$ cat config.mk
export PLATFORM = sky130hd
export DESIGN_NAME = prog_mod_counter
export DESIGN_NICKNAME = d
export VERILOG_FILES = /design/src/rtl/prog_mod_counter.sv
export SDC_FILE = /design/constraint.sdc
export NUM_CORES = 1
export LEC_CHECK = 0
export ABC_AREA = 1
export CAP_MARGIN = 40
export CORE_UTILIZATION = 30
export CTS_BUF_LIST = sky130_fd_sc_hd__clkbuf_8
export DETAILED_ROUTE_END_ITERATION = 10
export DONT_BUFFER_PORTS = 1
export GPL_TIMING_DRIVEN = 0
export HOLD_SLACK_MARGIN = 0.06
export PLACE_DENSITY = 0.42
export REMOVE_ABC_BUFFERS = 1
export SLEW_MARGIN = 40
export SYNTH_ARGS = -nofsm -noshare
export SYNTH_HDL_FRONTEND = slang
export SYNTH_SLANG_ARGS = --single-unit
$ cat constraint.sdc
create_clock -name clk -period 3.27 [get_ports clk]
set_input_delay 0.327 -clock clk [delete_from_list [all_inputs] [get_ports clk]]
set_output_delay 0.327 -clock clk [all_outputs]
set_load 0.02 [all_outputs]
$ cat src/rtl/prog_mod_counter.sv
// Runtime-programmable modulo counter for video timing chains. It supports up/down
// counting, a synchronous load, shadowed min/max bounds, cascade tc and a window compare.
module prog_mod_counter #(
    parameter int WIDTH       = 10,
    parameter int DEFAULT_MIN = 0,
    parameter int DEFAULT_MAX = 799
) (
    input  logic             clk,
    input  logic             reset,
    input  logic             en,
    input  logic             up,
    input  logic             load,
    input  logic [WIDTH-1:0] load_val,
    input  logic             cfg_we,
    input  logic [WIDTH-1:0] cfg_min,
    input  logic [WIDTH-1:0] cfg_max,
    input  logic [WIDTH-1:0] win_start,
    input  logic [WIDTH-1:0] win_end,
    output logic [WIDTH-1:0] count,
    output logic             tc,
    output logic             rollover,
    output logic             in_win,
    output logic             cfg_pending,
    output logic             cfg_err
);

    localparam logic [WIDTH-1:0] MIN_RST = WIDTH'(DEFAULT_MIN);
    localparam logic [WIDTH-1:0] MAX_RST = WIDTH'(DEFAULT_MAX);
    localparam logic [WIDTH-1:0] ONE     = WIDTH'(1);

    logic [WIDTH-1:0] act_min, act_max, sh_min, sh_max;
    logic [WIDTH-1:0] count_n, act_min_n, act_max_n, sh_min_n, sh_max_n;
    logic             wrap_cond;
    logic             cfg_ok;

    // A start past the end describes a window that straddles the wrap point.
    function automatic logic win_hit(input logic [WIDTH-1:0] v,
                                     input logic [WIDTH-1:0] s,
                                     input logic [WIDTH-1:0] e);
        if (s <= e) return (v >= s) && (v <= e);
        else        return (v >= s) || (v <= e);
    endfunction

    // Inclusive compares let an out-of-range loaded value wrap on its next step.
    assign wrap_cond = up ? (count >= act_max) : (count <= act_min);
    assign tc        = en & ~load & wrap_cond;
    assign cfg_ok    = (cfg_min <= cfg_max);

    always_comb begin
        count_n   = count;
        act_min_n = act_min;
        act_max_n = act_max;
        sh_min_n  = sh_min;
        sh_max_n  = sh_max;
        if (load) begin
            count_n = load_val;
        end else if (en) begin
            if (wrap_cond) count_n = up ? sh_min : sh_max;
            else           count_n = up ? count + ONE : count - ONE;
        end
        // The wrap adopts the shadow value from before this cycle's write.
        if (tc) begin
            act_min_n = sh_min;
            act_max_n = sh_max;
        end
        if (cfg_we && cfg_ok) begin
            sh_min_n = cfg_min;
            sh_max_n = cfg_max;
        end
    end

    always_ff @(posedge clk) begin
        if (reset) begin
            count       <= MIN_RST;
            act_min     <= MIN_RST;
            act_max     <= MAX_RST;
            sh_min      <= MIN_RST;
            sh_max      <= MAX_RST;
            rollover    <= 1'b0;
            cfg_pending <= 1'b0;
            cfg_err     <= 1'b0;
            in_win      <= win_hit(MIN_RST, win_start, win_end);
        end else begin
            count       <= count_n;
            act_min     <= act_min_n;
            act_max     <= act_max_n;
            sh_min      <= sh_min_n;
            sh_max      <= sh_max_n;
            rollover    <= tc;
            cfg_pending <= (sh_min_n != act_min_n) || (sh_max_n != act_max_n);
            in_win      <= win_hit(count_n, win_start, win_end);
            if (cfg_we && !cfg_ok) cfg_err <= 1'b1;
        end
    end

endmodule
## After elaboration in Yosys (flattened, before gate mapping)

Cells that the tools add are included.

- Register bits: 54
- Bits of input ports: 56
- Output and inout bits: 15
- Logic and storage cells: 45

- Add/subtract/negate cells: 2
- Order comparisons: 8
- Equality and inequality tests: 2
- Muxes and demuxes: 13
- Bitwise gates (word level): 3
- Reductions and logical operators: 8

Operators by type and width:

| operator | count |
|---|---|
| 10-bit 2-to-1 mux | 9 |
| 10-bit <= comparator | 4 |
| 10-bit >= comparator | 2 |
| 10-bit inequality test | 2 |
| 10-bit by 1-bit adder with 10-bit output, second input constant | 1 |
| 1-bit by 10-bit >= comparator with 1-bit output, first input constant | 1 |
| 1-bit by 10-bit <= comparator with 1-bit output, first input constant | 1 |
| 10-bit by 1-bit subtractor with 10-bit output, second input constant | 1 |
| 1-bit logical AND | 4 |
| 1-bit 2-to-1 mux | 4 |
| 1-bit logical OR | 3 |
| 1-bit AND | 2 |
| 1-bit logical NOT | 1 |
| 1-bit inverter | 1 |

## Depth between registers and ports, before layout

- Depth after elaboration: 9
- Mapped depth: 26
- Gate-level depth less buffers: 25

## Worst setup path before layout

Ideal clock, no wire load.

- Kind: register to register
- Start point: reg count[0]
- End point: reg in_win
- Setup time: 0.140 ns
- Arrival time: 3.039 ns
- Required time: 3.130 ns
- Slack: 0.091 ns
- Cell stages (with the launch flop): 25
- Buffers on the path: 1
- Period minus slack after synthesis: 3.179 ns
- Path through: dfxtp_1 > inv_1 > ha_1 > inv_1 > nand2_1 > nand2_1 > nand2_1 > nand2_1 > nand2_1 > nand2_1 > nand2_2 > nand2_2 > inv_2 > buf_4 > o21ai_0 > o221ai_1 > nand2_1 > ha_1 > nand2_1 > nor2_1 > nand3_1 > o2111ai_1 > o21ai_0 > a21oi_1 > a32oi_1

- Longest elaborated chain between the ends: 9
- Elaborated cells between the ends (all ways): 15
- Those cells by class: add/sub: 2; order compare: 4; mux: 7; reduce/logical: 2

Ends and longest elaborated chain:

| item | RTL line | source |
|---|---|---|
| start, declared | 19 | `output logic [WIDTH-1:0] count,` |
| start signal, assigned | 84 | `count <= count_n;` |
| 10-bit by 1-bit subtractor with 10-bit output (tied with other cells) | 59 | `else count_n = up ? count + ONE : count - ONE;` |
| 10-bit 2-to-1 mux or 1-bit 2-to-1 mux (tied branches) | 59, 45 |  |
| 10-bit 2-to-1 mux * | 58 | `if (wrap_cond) count_n = up ? sh_min : sh_max;` |
| 10-bit 2-to-1 mux * | 57 | `end else if (en) begin` |
| 10-bit 2-to-1 mux * | 55 | `if (load) begin` |
| via count_n[4] | 32 | `logic [WIDTH-1:0] count_n, act_min_n, act_max_n, sh_min_n, sh_max_n;` |
| 10-bit >= comparator or 10-bit <= comparator (tied branches) | 40, 41 |  |
| 1-bit logical OR or 1-bit logical AND (tied branches) | 41, 40 |  |
| 1-bit 2-to-1 mux * | 40 | `if (s <= e) return (v >= s) && (v <= e);` |
| 1-bit 2-to-1 mux * | 73 | `if (reset) begin` |
| end signal, assigned | 82 | `in_win <= win_hit(MIN_RST, win_start, win_end);` |
| end signal, assigned | 91 | `in_win <= win_hit(count_n, win_start, win_end);` |
| end, declared | 22 | `output logic in_win,` |

Mark *: on every way through the listed nets, which the timed path passes. The rest lies on a longest branch.
A chain may end at the register's enable or synchronous reset.

## Final worst setup path

Same ends and word-level chain as after synthesis.

==> qor.yml <==
via_count_of_the_first_global_routing_pass: 4569
cts_buffers: 5
rsz0062_at_grt: "true"
gp_congestion: 0.7985
synth.yosys.warnings: 0
post-dp-hpwl_um: 11580
timing_hold_violations_final: 0
fp.coreArea_mm2: 0.01543
clock_tree_root: "sky130_fd_sc_hd__clkbuf_8"
ys_types: 42
clk_path_buf_depth: 2
finalCriticalPeriod_ns: 3.289
totalWireLength_um: 16050
syn_inst: 757
worst_setup_path_start_kind: "register"
maxCapViolations: 0
tightest_slew_ns: 0.6888
synth_flop_cell: "sky130_fd_sc_hd__dfxtp_1"
finish.utilization_pct: 35.94
nFillCells: 1709
met3RoutedLength_um: 678
ir_drop_v: 0.0001647
cp_max_fo: 4
rr_endpoint: "in_win"
synth.cell_area_mm2: 0.004821
grt_antenna_before_repair: 0
reg2reg_slack_ns: -0.02
finalClockSkew_ns: 0.01496
post-place-cells: 947
grt_pass1_wl_um: 24780
areaGrowthSynthToFinish_pct: 15.03
timing_worst_setup_path_type: "register to register"
max_freq_mhz: 304.0
clock_insertion_delay_worst_skew_ns: 0.35
r2r-start: "count[0]"
buffer_ports.inserted: 0
async_reset_ff_share_pct: 0
setup-tns-final_ns: -0.01895
io_pins: 71
status: "finished, violations left"
routed-via-count: 4858
met1_length_um: 8007
top_signal_layer_used: "met4"
worstHoldEndpoint: "in_win"
route.detailed.wl_per_inst_um: 16.41
post_synth.cell_area_avg_um2: 6.368
total_leakage_power_nw: 2.841
insertedDiodeCount: 0
clock_tree_from_tritoncts: "yes"
setup_slack_ns: -0.01895
gr-total-overflow: 0
max_slew_margin_pct: 54.03
die_x_um: 128.8
power-per-cell-area_mw_per_mm2: 370.6
rows: 45
worst_ep_arrival_time_ns: 3.57
effective_utilization_at_floorplan_pct: 31.25
die-area_mm2: 0.01658
hold_path_depth: 1
maximum_number_of_pins_on_one_net_before_global_route_repair: 37
drtPass1Iterations: 5
timing.reg2reg.worst_path_depth: 17
grtUsageTotal_pct: 19.68
drcViolationCount: 0
filler_free_cell_count_of_the_finished_design: 978
setup_violations: 1
timing.critical_path.to_type: "register"
period_share_pct: 100.6
cts_sinks: 54
synth_seq_area_share_pct: 22.42
violations_in_the_final_reports: "setup timing"
min_from: "reset"
worstHoldPathType: "input pin to register"
antenna_violating_nets_post_route: 0
dr_wl_met2_um: 7241
h-tree-depth: 2
final.hold.worst_slack_ns: 0.09029
dieHeight_um: 128.8
ys_ff_latch: 54
routed_via_density: 4.967
drt_iter0_drc: 269
cts.clk_slew.worst_paths_ns: 0.12
worst_ep_required_time_ns: 3.55
number_of_enable_flip_flop_cells_after_synthesis: 0
final_max_slew_viol_count: 0
share_of_layout_cells_above_drive_strength_1_pct: 10.95
design.final.nets: 891
state kept, by name, summed over array words and instances, names as in the netlist:
signal and count:
rollover 1, act_max 10, cfg_err 1, act_min 10, sh_min 10, sh_max 10
count 10, cfg_pending 1, in_win 1
how the worst max path moves through the flow:
stage,depth (start not counted),end,slack [ns],startpoint
4_1_cts,22,in_win,-0.02,count[0]
2_1_floorplan,23,in_win,0.07,count[0]
3_3_place_gp,22,in_win,-0.99,count[0]
6_report,17,in_win,-0.02,count[0]
5_1_grt,17,in_win,-0.19,count[0]
3_5_place_dp,23,in_win,-1.0,count[0]
cell usage in the layout (no fill, tap or decap), drive strengths merged:
cell,n
buf,20
fa,1
o31ai,2
inv,120
nand3b,5
nor2,50
a22oi,1
xor2,7
o21ai,29
a21o,3
nand3,61
and2,3
nand4,23
a211oi,2
clkinv,2
a41oi,1
a31oi,1
o311ai,1
o211ai,7
clkinvlp,2
nor3,3
o21a,1
o22ai,1
o221ai,4
ha,68
o2111ai,1
clkbuf,6
a21oi,50
xnor2,2
nand2,231
nor4,2
dfxtp,54
o21bai,2
a32oi,1
worst max-delay path, cell delays in order, from the launching register on:
cell                         delay (ns)
sky130_fd_sc_hd__dfxtp_4           0.42
sky130_fd_sc_hd__clkinvlp_4        0.15
sky130_fd_sc_hd__buf_6             0.16
sky130_fd_sc_hd__fa_2              0.42
sky130_fd_sc_hd__o21ai_2           0.17
sky130_fd_sc_hd__nand2_1           0.07
sky130_fd_sc_hd__o311ai_1          0.10
sky130_fd_sc_hd__xor2_1            0.20
sky130_fd_sc_hd__o211ai_1          0.13
sky130_fd_sc_hd__a21oi_2           0.21
sky130_fd_sc_hd__ha_1              0.27
sky130_fd_sc_hd__nand2_1           0.06
sky130_fd_sc_hd__nor2_1            0.04
sky130_fd_sc_hd__a211oi_2          0.28
sky130_fd_sc_hd__o2111ai_2         0.18
sky130_fd_sc_hd__o21ai_2           0.10
sky130_fd_sc_hd__o22ai_1           0.10
sky130_fd_sc_hd__a32oi_1           0.15
report_power, final:
| part | switching [mW] | total [mW] | internal, mW |
|---|---|---|---|
| clock | 0.267 | 0.438 | 0.172 |
| combinational | 0.521 | 0.844 | 0.323 |
| sequential | 0.0682 | 0.772 | 0.704 |
| total | 0.856 | 2.06 | 1.20 |
synth_stat cells, types with 2 or more instances:
| library cell | count | area [um2] |
|---|---|---|
| sky130_fd_sc_hd__a211oi_1 | 2 | 15.01 |
| sky130_fd_sc_hd__a21o_1 | 3 | 22.52 |
| sky130_fd_sc_hd__a21oi_1 | 50 | 250.2 |
| sky130_fd_sc_hd__and2_1 | 3 | 18.77 |
| sky130_fd_sc_hd__buf_2 | 5 | 25.02 |
| sky130_fd_sc_hd__buf_4 | 3 | 22.52 |
| sky130_fd_sc_hd__clkbuf_1 | 12 | 45.04 |
| sky130_fd_sc_hd__dfxtp_1 | 54 | 1081 |
| sky130_fd_sc_hd__ha_1 | 68 | 850.8 |
| sky130_fd_sc_hd__inv_1 | 117 | 439.2 |
| sky130_fd_sc_hd__inv_2 | 3 | 11.26 |
| sky130_fd_sc_hd__nand2_1 | 226 | 848.3 |
| sky130_fd_sc_hd__nand2_2 | 3 | 18.77 |
| sky130_fd_sc_hd__nand3_1 | 59 | 295.3 |
| sky130_fd_sc_hd__nand3b_1 | 5 | 37.54 |
| sky130_fd_sc_hd__nand4_1 | 23 | 143.9 |
| sky130_fd_sc_hd__nor2_1 | 47 | 176.4 |
| sky130_fd_sc_hd__nor2_2 | 2 | 12.51 |
| sky130_fd_sc_hd__nor3_1 | 3 | 15.01 |
| sky130_fd_sc_hd__nor4_1 | 2 | 12.51 |
| sky130_fd_sc_hd__o211ai_1 | 7 | 52.55 |
| sky130_fd_sc_hd__o21ai_0 | 25 | 125.1 |
| sky130_fd_sc_hd__o21ai_1 | 4 | 20.02 |
| sky130_fd_sc_hd__o21bai_1 | 2 | 15.01 |
| sky130_fd_sc_hd__o221ai_1 | 4 | 35.03 |
| sky130_fd_sc_hd__o31ai_1 | 2 | 15.01 |
| sky130_fd_sc_hd__xnor2_1 | 2 | 17.52 |
| sky130_fd_sc_hd__xor2_1 | 7 | 61.31 |
layer usage:
layer	global-route usage (%)	vias to the layer above
li1	-	2502
met1	27.23	2265
met2	31.38	83
met3	3.950	8
met4	4.291	0
met5	0	-
kinds of logic (layout without fill, tap and decap cells):
kind of cell             count (synthesis)  after routing  share of synthesized area (%)
flip-flops                              54             54                          22.42
AND/OR/NAND/NOR                        376            378                          33.58
XOR/XNOR                                 9              9                          1.635
buffers and inverters                  142            150                          11.58
AO/OA/AOI/OAI                          107            107                          12.72
adder cells (fa/ha/maj)                 69             69                          18.06
what timing repair did:
action / 4_1_cts / 5_1_grt
endpoints found under the hold margin: 36 / 0
setup buffers: 7 / 12
gates cloned: 1 / 2
hold buffers: 1 / 0
setup endpoints to repair: 3 / 3
pin swaps: 5 / 32
gates resized for setup: 39 / 31
final cells by class:
type / count / area (um2) / area share, %
clock buffers: 6 / 82.58 / 1.489
clock inverters: 2 / 12.51 / 0.2256
inverters: 121 / 467.9 / 8.439
multi-input cells: 563 / 3405 / 61.39
flip-flops and latches: 54 / 1111 / 20.04
well taps: 211 / 264.0 / 4.761
repair buffers: 20 / 191.4 / 3.452
repair inverters: 1 / 11.26 / 0.2031
stage by stage:
stage / cell area, um2 / setup slack, ns / total power, mW
2_1_floorplan: 4717 / 0.06877 / 1.286
3_3_place_gp: 4981 / -0.9923 / 1.461
3_5_place_dp: 4984 / -0.9992 / 1.473
4_1_cts: 5278 / -0.01691 / 1.989
5_1_grt: 5545 / -0.1900 / 2.216
6_report: 5545 / -0.01895 / 2.055
No activity file was read; power rests on OpenSTA's default activity.
